<file path="config.mk">
export PLATFORM = sky130hd
export DESIGN_NAME = fifo_ctrl_param
export DESIGN_NICKNAME = d
export VERILOG_FILES = /design/src/rtl/fifo_ctrl_param.sv
export SDC_FILE = /design/constraint.sdc
export NUM_CORES = 1
export LEC_CHECK = 0
export ABC_AREA = 1
export BUFFER_PORTS_ARGS = -buffer_cell sky130_fd_sc_hd__buf_2
export CELL_PAD_IN_SITES_DETAIL_PLACEMENT = 1
export CELL_PAD_IN_SITES_GLOBAL_PLACEMENT = 2
export CORE_MARGIN = 10
export CORE_UTILIZATION = 41
export DETAILED_ROUTE_END_ITERATION = 16
export PLACE_DENSITY = 0.85
export SETUP_SLACK_MARGIN = 0.1
export SLEW_MARGIN = 20
export SYNTH_ARGS = -nofsm -noshare
export SYNTH_HDL_FRONTEND = slang
export SYNTH_SLANG_ARGS = --single-unit
</file>
<file path="constraint.sdc">
create_clock -name clock -period 2.84 [get_ports clock]
set_input_delay 0.568 -clock clock [delete_from_list [all_inputs] [get_ports clock]]
set_output_delay 0.568 -clock clock [all_outputs]
set_load 0.005 [all_outputs]
</file>
<file path="src/rtl/fifo_ctrl_param.sv">
// Parametrised synchronous FIFO controller with occupancy count, registered read data
// with valid strobe, threshold status flags and sticky overflow/underflow error flags.
module fifo_ctrl_param #(
  parameter int WIDTH      = 8,
  parameter int ADDR_BITS  = 7,
  parameter int AEMPTY_LVL = 4,
  parameter int AFULL_LVL  = 124
) (
  input  logic                 clock,
  input  logic                 reset_n,
  input  logic [WIDTH-1:0]     data_in,
  input  logic                 write_n,
  input  logic                 read_n,
  input  logic [ADDR_BITS:0]   level,
  input  logic                 clr_err,
  output logic [WIDTH-1:0]     data_out,
  output logic                 data_valid,
  output logic [ADDR_BITS:0]   count,
  output logic                 full,
  output logic                 empty,
  output logic                 half,
  output logic                 almost_full,
  output logic                 almost_empty,
  output logic                 overflow,
  output logic                 underflow
);

  localparam int DEPTH = 2 ** ADDR_BITS;
  localparam logic [ADDR_BITS:0] DEPTH_C  = (ADDR_BITS + 1)'(DEPTH);
  localparam logic [ADDR_BITS:0] AFULL_C  = (ADDR_BITS + 1)'(AFULL_LVL);
  localparam logic [ADDR_BITS:0] AEMPTY_C = (ADDR_BITS + 1)'(AEMPTY_LVL);

  logic [WIDTH-1:0]     mem_q [DEPTH];
  logic [ADDR_BITS-1:0] wr_ptr_q, wr_ptr_d;
  logic [ADDR_BITS-1:0] rd_ptr_q, rd_ptr_d;
  logic [ADDR_BITS:0]   count_q, count_d;
  logic [WIDTH-1:0]     data_out_q, data_out_d;
  logic                 data_valid_q, data_valid_d;
  logic                 overflow_q, overflow_d;
  logic                 underflow_q, underflow_d;
  logic                 rd_acc, wr_acc;

  assign full         = (count_q == DEPTH_C);
  assign empty        = (count_q == '0);
  assign half         = (count_q >= level);
  assign almost_full  = (count_q >= AFULL_C);
  assign almost_empty = (count_q <= AEMPTY_C);

  // A write into a full FIFO is still accepted when a read frees a slot the same cycle.
  assign rd_acc = !read_n && !empty;
  assign wr_acc = !write_n && (!full || rd_acc);

  always_comb begin
    wr_ptr_d     = wr_ptr_q;
    rd_ptr_d     = rd_ptr_q;
    count_d      = count_q;
    data_out_d   = data_out_q;
    data_valid_d = 1'b0;
    overflow_d   = overflow_q && !clr_err;
    underflow_d  = underflow_q && !clr_err;

    if (wr_acc) begin
      wr_ptr_d = wr_ptr_q + ADDR_BITS'(1);
    end
    if (rd_acc) begin
      rd_ptr_d     = rd_ptr_q + ADDR_BITS'(1);
      data_out_d   = mem_q[rd_ptr_q];
      data_valid_d = 1'b1;
    end

    case ({wr_acc, rd_acc})
      2'b10:   count_d = count_q + (ADDR_BITS + 1)'(1);
      2'b01:   count_d = count_q - (ADDR_BITS + 1)'(1);
      default: count_d = count_q;
    endcase

    // A new error event wins over a coincident clear.
    if (!write_n && !wr_acc) begin
      overflow_d = 1'b1;
    end
    if (!read_n && empty) begin
      underflow_d = 1'b1;
    end
  end

  always_ff @(posedge clock or negedge reset_n) begin
    if (!reset_n) begin
      wr_ptr_q     <= '0;
      rd_ptr_q     <= '0;
      count_q      <= '0;
      data_out_q   <= '0;
      data_valid_q <= 1'b0;
      overflow_q   <= 1'b0;
      underflow_q  <= 1'b0;
    end else begin
      wr_ptr_q     <= wr_ptr_d;
      rd_ptr_q     <= rd_ptr_d;
      count_q      <= count_d;
      data_out_q   <= data_out_d;
      data_valid_q <= data_valid_d;
      overflow_q   <= overflow_d;
      underflow_q  <= underflow_d;
    end
  end

  // Storage is deliberately not reset so it can map onto inferred RAM.
  always_ff @(posedge clock) begin
    if (wr_acc) begin
      mem_q[wr_ptr_q] <= data_in;
    end
  end

  assign data_out   = data_out_q;
  assign data_valid = data_valid_q;
  assign count      = count_q;
  assign overflow   = overflow_q;
  assign underflow  = underflow_q;

endmodule

</file>
[After elaboration in Yosys (flattened, before gate mapping)]
Memories as Yosys holds them, arrays and structs flattened. A register that Yosys moved wholly into a read port is not among the register bits.
Cells that the tools add are included.
Word-level totals
  register bits after elaboration: 25
  latch bits: 0
  memory bits (writable): 1024
  ROM bits: 0
  input port bits: 21
  output and inout port bits: 24
  word-level logic and storage cells: 39
  memories kept: 1
Memory list
  mem_q: depth 128, bits a word 8, rd ports 1, clocked after memory_dff 1, write ports 1, line 33  | logic [WIDTH-1:0] mem_q [DEPTH];
Cells by class
  add/subtract/negate cells: 4
  $mul: 0
  divide/modulo/power cells: 0
  $lt $le $gt $ge: 3
  equal/unequal tests: 3
  shift-type cells: 0
  muxes and demuxes: 6
  bitwise gates (word level): 0
  reduce and logical (&&, ||, !) cells: 16
Operators with widths (number)
  case mux 8 bit (2 select lines): 1
  adder 7 x 1 -> 7 bit, second input constant: 2
  adder 8 x 1 -> 8 bit, second input constant: 1
  == test 8 bit, second input constant: 1
  >= comparator 8 x 7 -> 1 bit, second input constant: 1
  >= comparator 8 bit: 1
  less-or-equal comparator 8 x 3 -> 1 bit, second input constant: 1
  zero test 8 bit: 1
  subtractor 8 x 1 -> 8 bit, second input constant: 1
  zero test 1 bit: 7
  logical AND 1 bit: 6
  two-way mux 1 bit: 5
  == test 2 x 1 -> 1 bit, second input constant: 1
  == test 2 bit, second input constant: 1
  nonzero test 2 bit: 1
  logical OR 1 bit: 1

[Longest topological paths before layout]
Gate-level depths: netlist of the first run.
  depth after elaboration: 8
  mapped depth: 18
  gate-level depth less buffers: 18

[Worst setup path before layout of the first run]
Ideal clock, no wire load.
  kind: flip-flop to flip-flop
  start point: register count_q[4], in the netlist count[4]
  end point: register count_q[6], in the netlist count[6]
  setup time: 121 ps
  data arrival time: 2342 ps
  required time: 2719 ps
  setup slack: 377 ps
  cell stages (with the launch flop): 19
  buffers on the path: 0
  period minus slack after synthesis: 2463 ps
  path through: dfrtp_1 -> nor2_1 -> nand2_1 -> nor2_1 -> inv_1 -> nor2_2 -> nor2_4 -> nand2_1 -> inv_1 -> ha_1 -> a21oi_1 -> o21ai_0 -> nand2_1 -> nand2_1 -> nand2_1 -> nand2_1 -> or2_2 -> nand3_1 -> o21ai_1
Between the ends
  word-level cells in the longest chain between the ends: 7
  elaborated cells between the ends (all ways): 13
  classes of those cells: add/sub (2); eq/ne (3); mux (1); reduce/logical (7)
RTL lines
  from (decl): line 36  | logic [ADDR_BITS:0] count_q, count_d;
  from (signal assigned): line 98  | count_q <= count_d;
  zero test 8 bit *: line 44  | assign empty = (count_q == '0);
  net empty: line 20  | output logic empty,
  zero test 1 bit *: line 50  | assign rd_acc = !read_n && !empty;
  logical AND 1 bit *: line 50
  logical OR 1 bit: line 51  | assign wr_acc = !write_n && (!full || rd_acc);
  logical AND 1 bit: line 51
  == test 2 x 1 -> 1 bit or == test 2 bit (tied branches): line 71  | case ({wr_acc, rd_acc})
  case mux 8 bit (2 select lines) or nonzero test 2 bit (tied branches)
Mark *: on every way through the listed nets, which the timed path passes. The rest lies on a longest branch.
A chain may end at the register's enable or synchronous reset.

[Final worst setup path of the first run]
  start point: register count_q[1], in the netlist count[1]
  end point: output port half
Between the ends
  word-level cells in the longest chain between the ends: 1
RTL lines
  >= comparator 8 bit: line 45  | assign half = (count_q >= level);
  to (decl): line 21  | output logic half,
Every way passes these cells.

==> results of run 1 <==
-- per-stage QoR --
step                      area [sq um]  hold WS, ps  total power, mW  setup WS [ps]  util (%)
after floorplan                  45100          272             29.4            377         -
after global placement           48400          521             36.4            117      44.4
after detailed placement         48400          530             36.8            139      44.4
after CTS                        52000         26.9             51.2            110      47.7
after global routing             52100         60.6             53.7           83.7      47.8
final                            52100         62.5             51.0            170      47.8
-- cell families (layout without fill, tap and decap cells) --
logic type	count (synthesis)	count (layout)	synth area share (%)
and+or+nand+nor	2235	2235	20.1
DFF	1057	1057	70.0
buffers and inverters	568	856	5.65
AOI/OAI and AO/OA	293	293	3.45
adders and majority gates	17	17	0.488
xor gates and xnor gates	16	16	0.311
-- registers in the layout, indices dropped and copies added, names as in the netlist --
signal / count
mem_q: 1024
count: 8
data_out: 8
rd_ptr_q: 7
wr_ptr_q: 7
data_valid: 1
overflow: 1
underflow: 1
-- worst max-delay path: stages (launching register included) --
cell     delay (ps)
dfrtp_1         370
buf_4           160
ha_4            270
nand2_1          70
o41ai_2         350
buf_2           170
-- repair_timing --
item	in CTS	in global routing
pin swaps	3	1
hold endpoints to repair	33	0
gates resized for setup	8	10
buffers inserted	0	4
hold buffers	1	0
endpoints found under the setup margin	1	53
-- cell type report --
| class | instances | area share (%) |
|---|---|---|
| Clock buffer | 148 | 5.76 |
| Clock inverter | 60 | 1.04 |
| Inverter | 346 | 2.54 |
| Multi-Input combinational cell | 2561 | 21.2 |
| Sequential cell | 1057 | 60.7 |
| Tap cell | 1414 | 3.40 |
| Timing Repair Buffer | 302 | 5.36 |
-- layer usage --
layer	up-vias	global-route usage, %
met5	-	0
met4	4	7.58
met3	211	3.35
met2	848	36.6
met1	15815	28.1
li1	14378	-
-- worst max-delay path by stage --
stage | slack [ps] | startpoint | endpoint
finish | 170 | count[1] | half
global placement | 120 | count[6] | count[6]
global route | 80 | count[6] | count[6]
CTS | 110 | count[6] | count[6]
detailed placement | 140 | count[6] | count[6]
floorplan | 380 | count[4] | count[6]
-- synth_stat cells (2+ instances only) --
cell      count
nand2_1    1285
edfxtp_1   1024
nor2_1      501
nand3_1     423
inv_1       339
o21ai_0     174
buf_2        92
clkbuf_1     59
a21oi_1      51
buf_4        34
dfrtp_1      33
o21ai_1      33
o211ai_1     28
buf_6        22
ha_1         16
buf_1        15
xor2_1       14
and3_1       10
nand4_4       5
clkinv_1      3
nor3_1        3
a31oi_1       2
inv_4         2
nand4_1       2
nor2_2        2
or2_2         2
xnor2_1       2
-- where the power goes --
part | leakage, nW | total, mW | internal [mW] | switching (mW)
clock | 1.72 | 14.3 | 8.14 | 6.17
combinational | 9.04 | 18.6 | 5.45 | 13.1
sequential | 9.59 | 18.1 | 17.6 | 0.487
==> flow_summary.yaml, run 1 <==
global_routing:
  grt_pass1_wl_mm: 203
  grt_usage_pct: 21.6
  grt_pass1_vias: 32996
  antenna_found_initial: 3
  grt_max_degree: 129
  grt-ovfl-total: 0
die:
  coreArea_sq_mm: 0.109
  start_util_pct: 41.4
  rows: 121
  die_area_sq_mm: 0.124
  die_y_um: 352
  num_io_pins: 45
  die_w_um: 352
timing:
  fin_skew_ps: 34.0
  timing_hold_violations_final: 0
  tns_ps: 0
  rsz0062_at_grt: "true"
  period_needed_ps: 2670
  tightest_slew_ps: 801
  setup_viol: 0
  min_period_over_period_pct: 94.0
  slew_headroom_pct: 46.6
  maxSlewViolCount: 0
  timing.fmax_mhz: 375
synthesis:
  yosys-top-cells-area: "edfxtp_1 68%, nand2_1 11%, nand3_1 4.7%"
  yosysWarnings: 0
  synth-edff-count: 1024
  synth_seq_area_share_pct: 70.0
  synth_largest_area_cell: "edfxtp_1"
  netlist.area_leader.share_pct: 68.2
  synth_nets: 4224
  yosysUniqueCellTypes: 37
  synth_seq_cells: 1057
  synthFlopType: "edfxtp_1"
  synth-async-reset-ratio_pct: 3.12
  synthCells: 4186
  netlist_area_sq_mm: 0.0451
  synth.avg_cell_area_sq_um: 10.8
worst_setup_path:
  cp-end-kind: "primary output"
  cp.required_ps: 2270
  arrival_ps: 2100
  reg2reg_depth: 9
  crit_type: "reg2out"
  reg2reg_slack_ps: 250
  cp_max_fo: 5
  timing.rr.start: "count[2]"
  critPathLaunchType: "register"
  r2r_end: "mem_q[7][7]"
detailed_routing:
  wl_met2_mm: 65.9
  wl_met3_mm: 7.64
  vias: 31256
  drtPass1Iterations: 5
  vias_per_cell: 5.31
  post-route-drc-count: 0
  wl_per_cell_um: 22.8
  drt-total-wl_mm: 134
  drtAntennaViolNets: 0
  wl_met1_mm: 56.5
  first_iter_violations: 2667
  routed.top_layer: "met5"
clock_tree:
  numClockSinks: 1057
  clock-root-buffer: "clkbuf_16"
  cts_tree: "built"
  insertion_delay_ps: 720
  cts_buffers: 112
  htreeDepth: 3
  path_clk_slew_ps: 60
  clockBufferDepth: 3
power_and_ir_drop:
  leakagePower_nw: 20.4
  power_density_mw_per_mm2: 979
  max-vdd-ir-drop_uv: 653
min_path:
  worstHoldPathCells: 2
  hold_start: "clr_err"
  whs_endpoint: "underflow"
  min_path_type: "in2reg"
layout:
  multiInputGateArea_sq_mm: 0.0111
  syn_to_final_growth_pct: 15.5
  mostFrequentLayoutCells: "1283 x nand2_1, 1024 x edfxtp_1, 501 x nor2_1, 423 x nand3_1, 335 x inv_1"
  n_antenna_cell: 0
  drive_above_1_share_pct: 11.0
  regArea_sq_mm: 0.0316
  fillers: 11838
  final_cells: 5888
  layout_commonest_cell: "nand2_1"
  final_net_count: 4418
placement:
  place.gp.congestion: 0.820
  io_buffers: 44
  dp.cells: 5675
  place_hpwl_mm: 83.8
status:
  status: "complete, no violations"
job:
  cap_violations: 0
No activity file was read; power rests on OpenSTA's default activity.
==> inputs of run 2 (changes only) <==
BUFFER_PORTS_ARGS = -buffer_cell sky130_fd_sc_hd__buf_4   (was -buffer_cell sky130_fd_sc_hd__buf_2)
CTS_BUF_LIST = sky130_fd_sc_hd__clkbuf_4   (was default)
==> flow_summary.yaml, run 2 (synthesis results as in run 1) <==
placement:
  io_buffers: 44
  place_ws_ps: 102
  place.gp.congestion: 0.830
  place_hpwl_mm: 83.2
  dpl_cell_area_sq_mm: 0.0481
min_path:
  hold_start: "data_in[3]"
  min_path_type: "in2reg"
status:
  failed_checks: "negative setup slack"
  status: "complete, but fails checks"
power_and_ir_drop:
  max-vdd-ir-drop_uv: 702
  clkPwrFrac_pct: 26.8
  swShare_pct: 39.7
  power_switching_mw: 20.0
  combPwrFrac_pct: 37.3
  power_density_mw_per_mm2: 966
  pwr-share-seq_pct: 35.9
  p_int_mw: 30.4
  leakagePower_nw: 20.7
layout:
  drive_above_1_share_pct: 16.8
  largest_reg_flops: 1024
  mostFrequentLayoutCells: "1282 x nand2_1, 1024 x edfxtp_1, 460 x nor2_1, 431 x clkbuf_4, 421 x nand3_1"
  final_cell_area_sq_mm: 0.0522
  largest_register: "mem_q"
  final_net_count: 4583
  syn_to_final_growth_pct: 15.7
  layout_commonest_cell: "nand2_1"
clock_tree:
  clock-root-buffer: "clkbuf_4"
  clockBufferDepth: 4
  insertion_delay_ps: 1160
  htreeDepth: 5
  numClockSinks: 1057
  cts_tree: "built"
  path_clk_slew_ps: 70
  cts_buffers: 296
detailed_routing:
  vias_per_cell: 5.28
  first_iter_violations: 2436
  wl_per_cell_um: 22.0
  drt-total-wl_mm: 135
  post-route-drc-count: 0
  drtPass1Iterations: 5
  vias: 32407
  drtAntennaViolNets: 0
worst_setup_path:
  cp_top_family: "flip-flops"
  crit_buf_inv: 2
  critPathLaunchType: "register"
  critPathSlowestCell: "dfrtp_1"
  critPathLaunch: "count[1]"
  timing.rr.start: "count[0]"
  crit_type: "reg2out"
  crit_chain: "buf_6 > ha_4 > nand2_2 > o41ai_2 > buf_4"
  cp-end-kind: "primary output"
  arrival_ps: 2500
  max_stage_delay_ps: 400
  cp_max_fo: 2
  cp.required_ps: 2270
timing:
  rsz0062_at_grt: "true"
  min_period_over_period_pct: 108
  maxSlewViolCount: 0
  fin_ws_ps: -227
  setup_viol: 4
  slew_headroom_pct: 49.0
  timing.fmax_mhz: 326
  tightest_slew_ps: 765
  timing_hold_violations_final: 0
  period_needed_ps: 3070
  fin_skew_ps: 86.2
job:
  cap_violations: 0
global_routing:
  grt_pass1_vias: 34657
  antenna_found_initial: 2
  grt_usage_pct: 21.9
  grt_max_degree: 129
  grt-ovfl-total: 0
  grt_pass1_wl_mm: 206
die:
  die_y_um: 352
  start_util_pct: 41.4
  coreArea_sq_mm: 0.109
  rows: 121
  num_io_pins: 45
  die_w_um: 352
  die_area_sq_mm: 0.124
==> run 2: what timing repair did <==
item	in CTS	in global routing
setup endpoints to repair	15	241
buffers inserted	9	3
resized for setup	25	51
hold buffers	16	0
endpoints found under the hold margin	299	0
pin swaps	10	3
==> run 2: layout make-up <==
cell class / instances / area [sq um]
inverter: 346 / 1320
antenna: 1 / 2.50
fill: 11970 / 56800
timing repair buffer: 283 / 2760
clock inverter: 50 / 297
multi-input combinational: 2561 / 11200
sequential: 1057 / 31600
clock buffer: 431 / 3240
tap: 1414 / 1770
==> run 2: worst paths after layout <==
kind	endpoint	slack, ps	cells after the start
max	half	-230	5
min	mem_q[29][3]	400	2
max reg2reg	count[6]	160	17
min reg2reg	rd_ptr_q[3]	550	1
max in group asynchronous	count[7]	2090	4
min in group asynchronous	rd_ptr_q[0]	470	4
==> run 2: power by group through the flow <==
stage	Clock [mW]	Combinational, mW	Sequential, mW
after floorplan	0	11.2	18.2
after global placement	0	18.0	18.4
after detailed placement	0	18.4	18.4
after CTS	13.8	18.7	18.1
after global routing	14.7	20.7	18.1
final	13.5	18.8	18.1
==> run 2: stage by stage <==
| stage | utilization, % | TNS (ps) | instances | power (mW) | hold slack (ps) |
|---|---|---|---|---|---|
| 2_1_floorplan | - | 0 | 4186 | 29.4 | 272 |
| 3_3_place_gp | 44.1 | 0 | 5633 | 36.4 | 526 |
| 3_5_place_dp | 44.1 | 0 | 5633 | 36.8 | 529 |
| 4_1_cts | 47.7 | -608 | 6139 | 50.6 | 279 |
| 5_1_grt | 47.9 | -1190 | 6143 | 53.5 | 337 |
| 6_report | 47.9 | -374 | 6143 | 50.4 | 402 |
==> run 2: worst register-to-register path, delay by kind of cell (launching register included) <==
family / cells / cell delay [ps]
simple gates: 11 / 1280
fa+ha+maj: 1 / 310
buf+inv: 2 / 250
flops: 1 / 400
compound gates: 3 / 340
==> run 2: layer usage <==
metal	vias up	GRT usage, %	share of wire, %
met1	16362	27.6	42
met5	-	0	0
met2	931	37.4	50
met3	236	4.32	5.8
li1	14878	-	-
met4	0	7.63	2.9
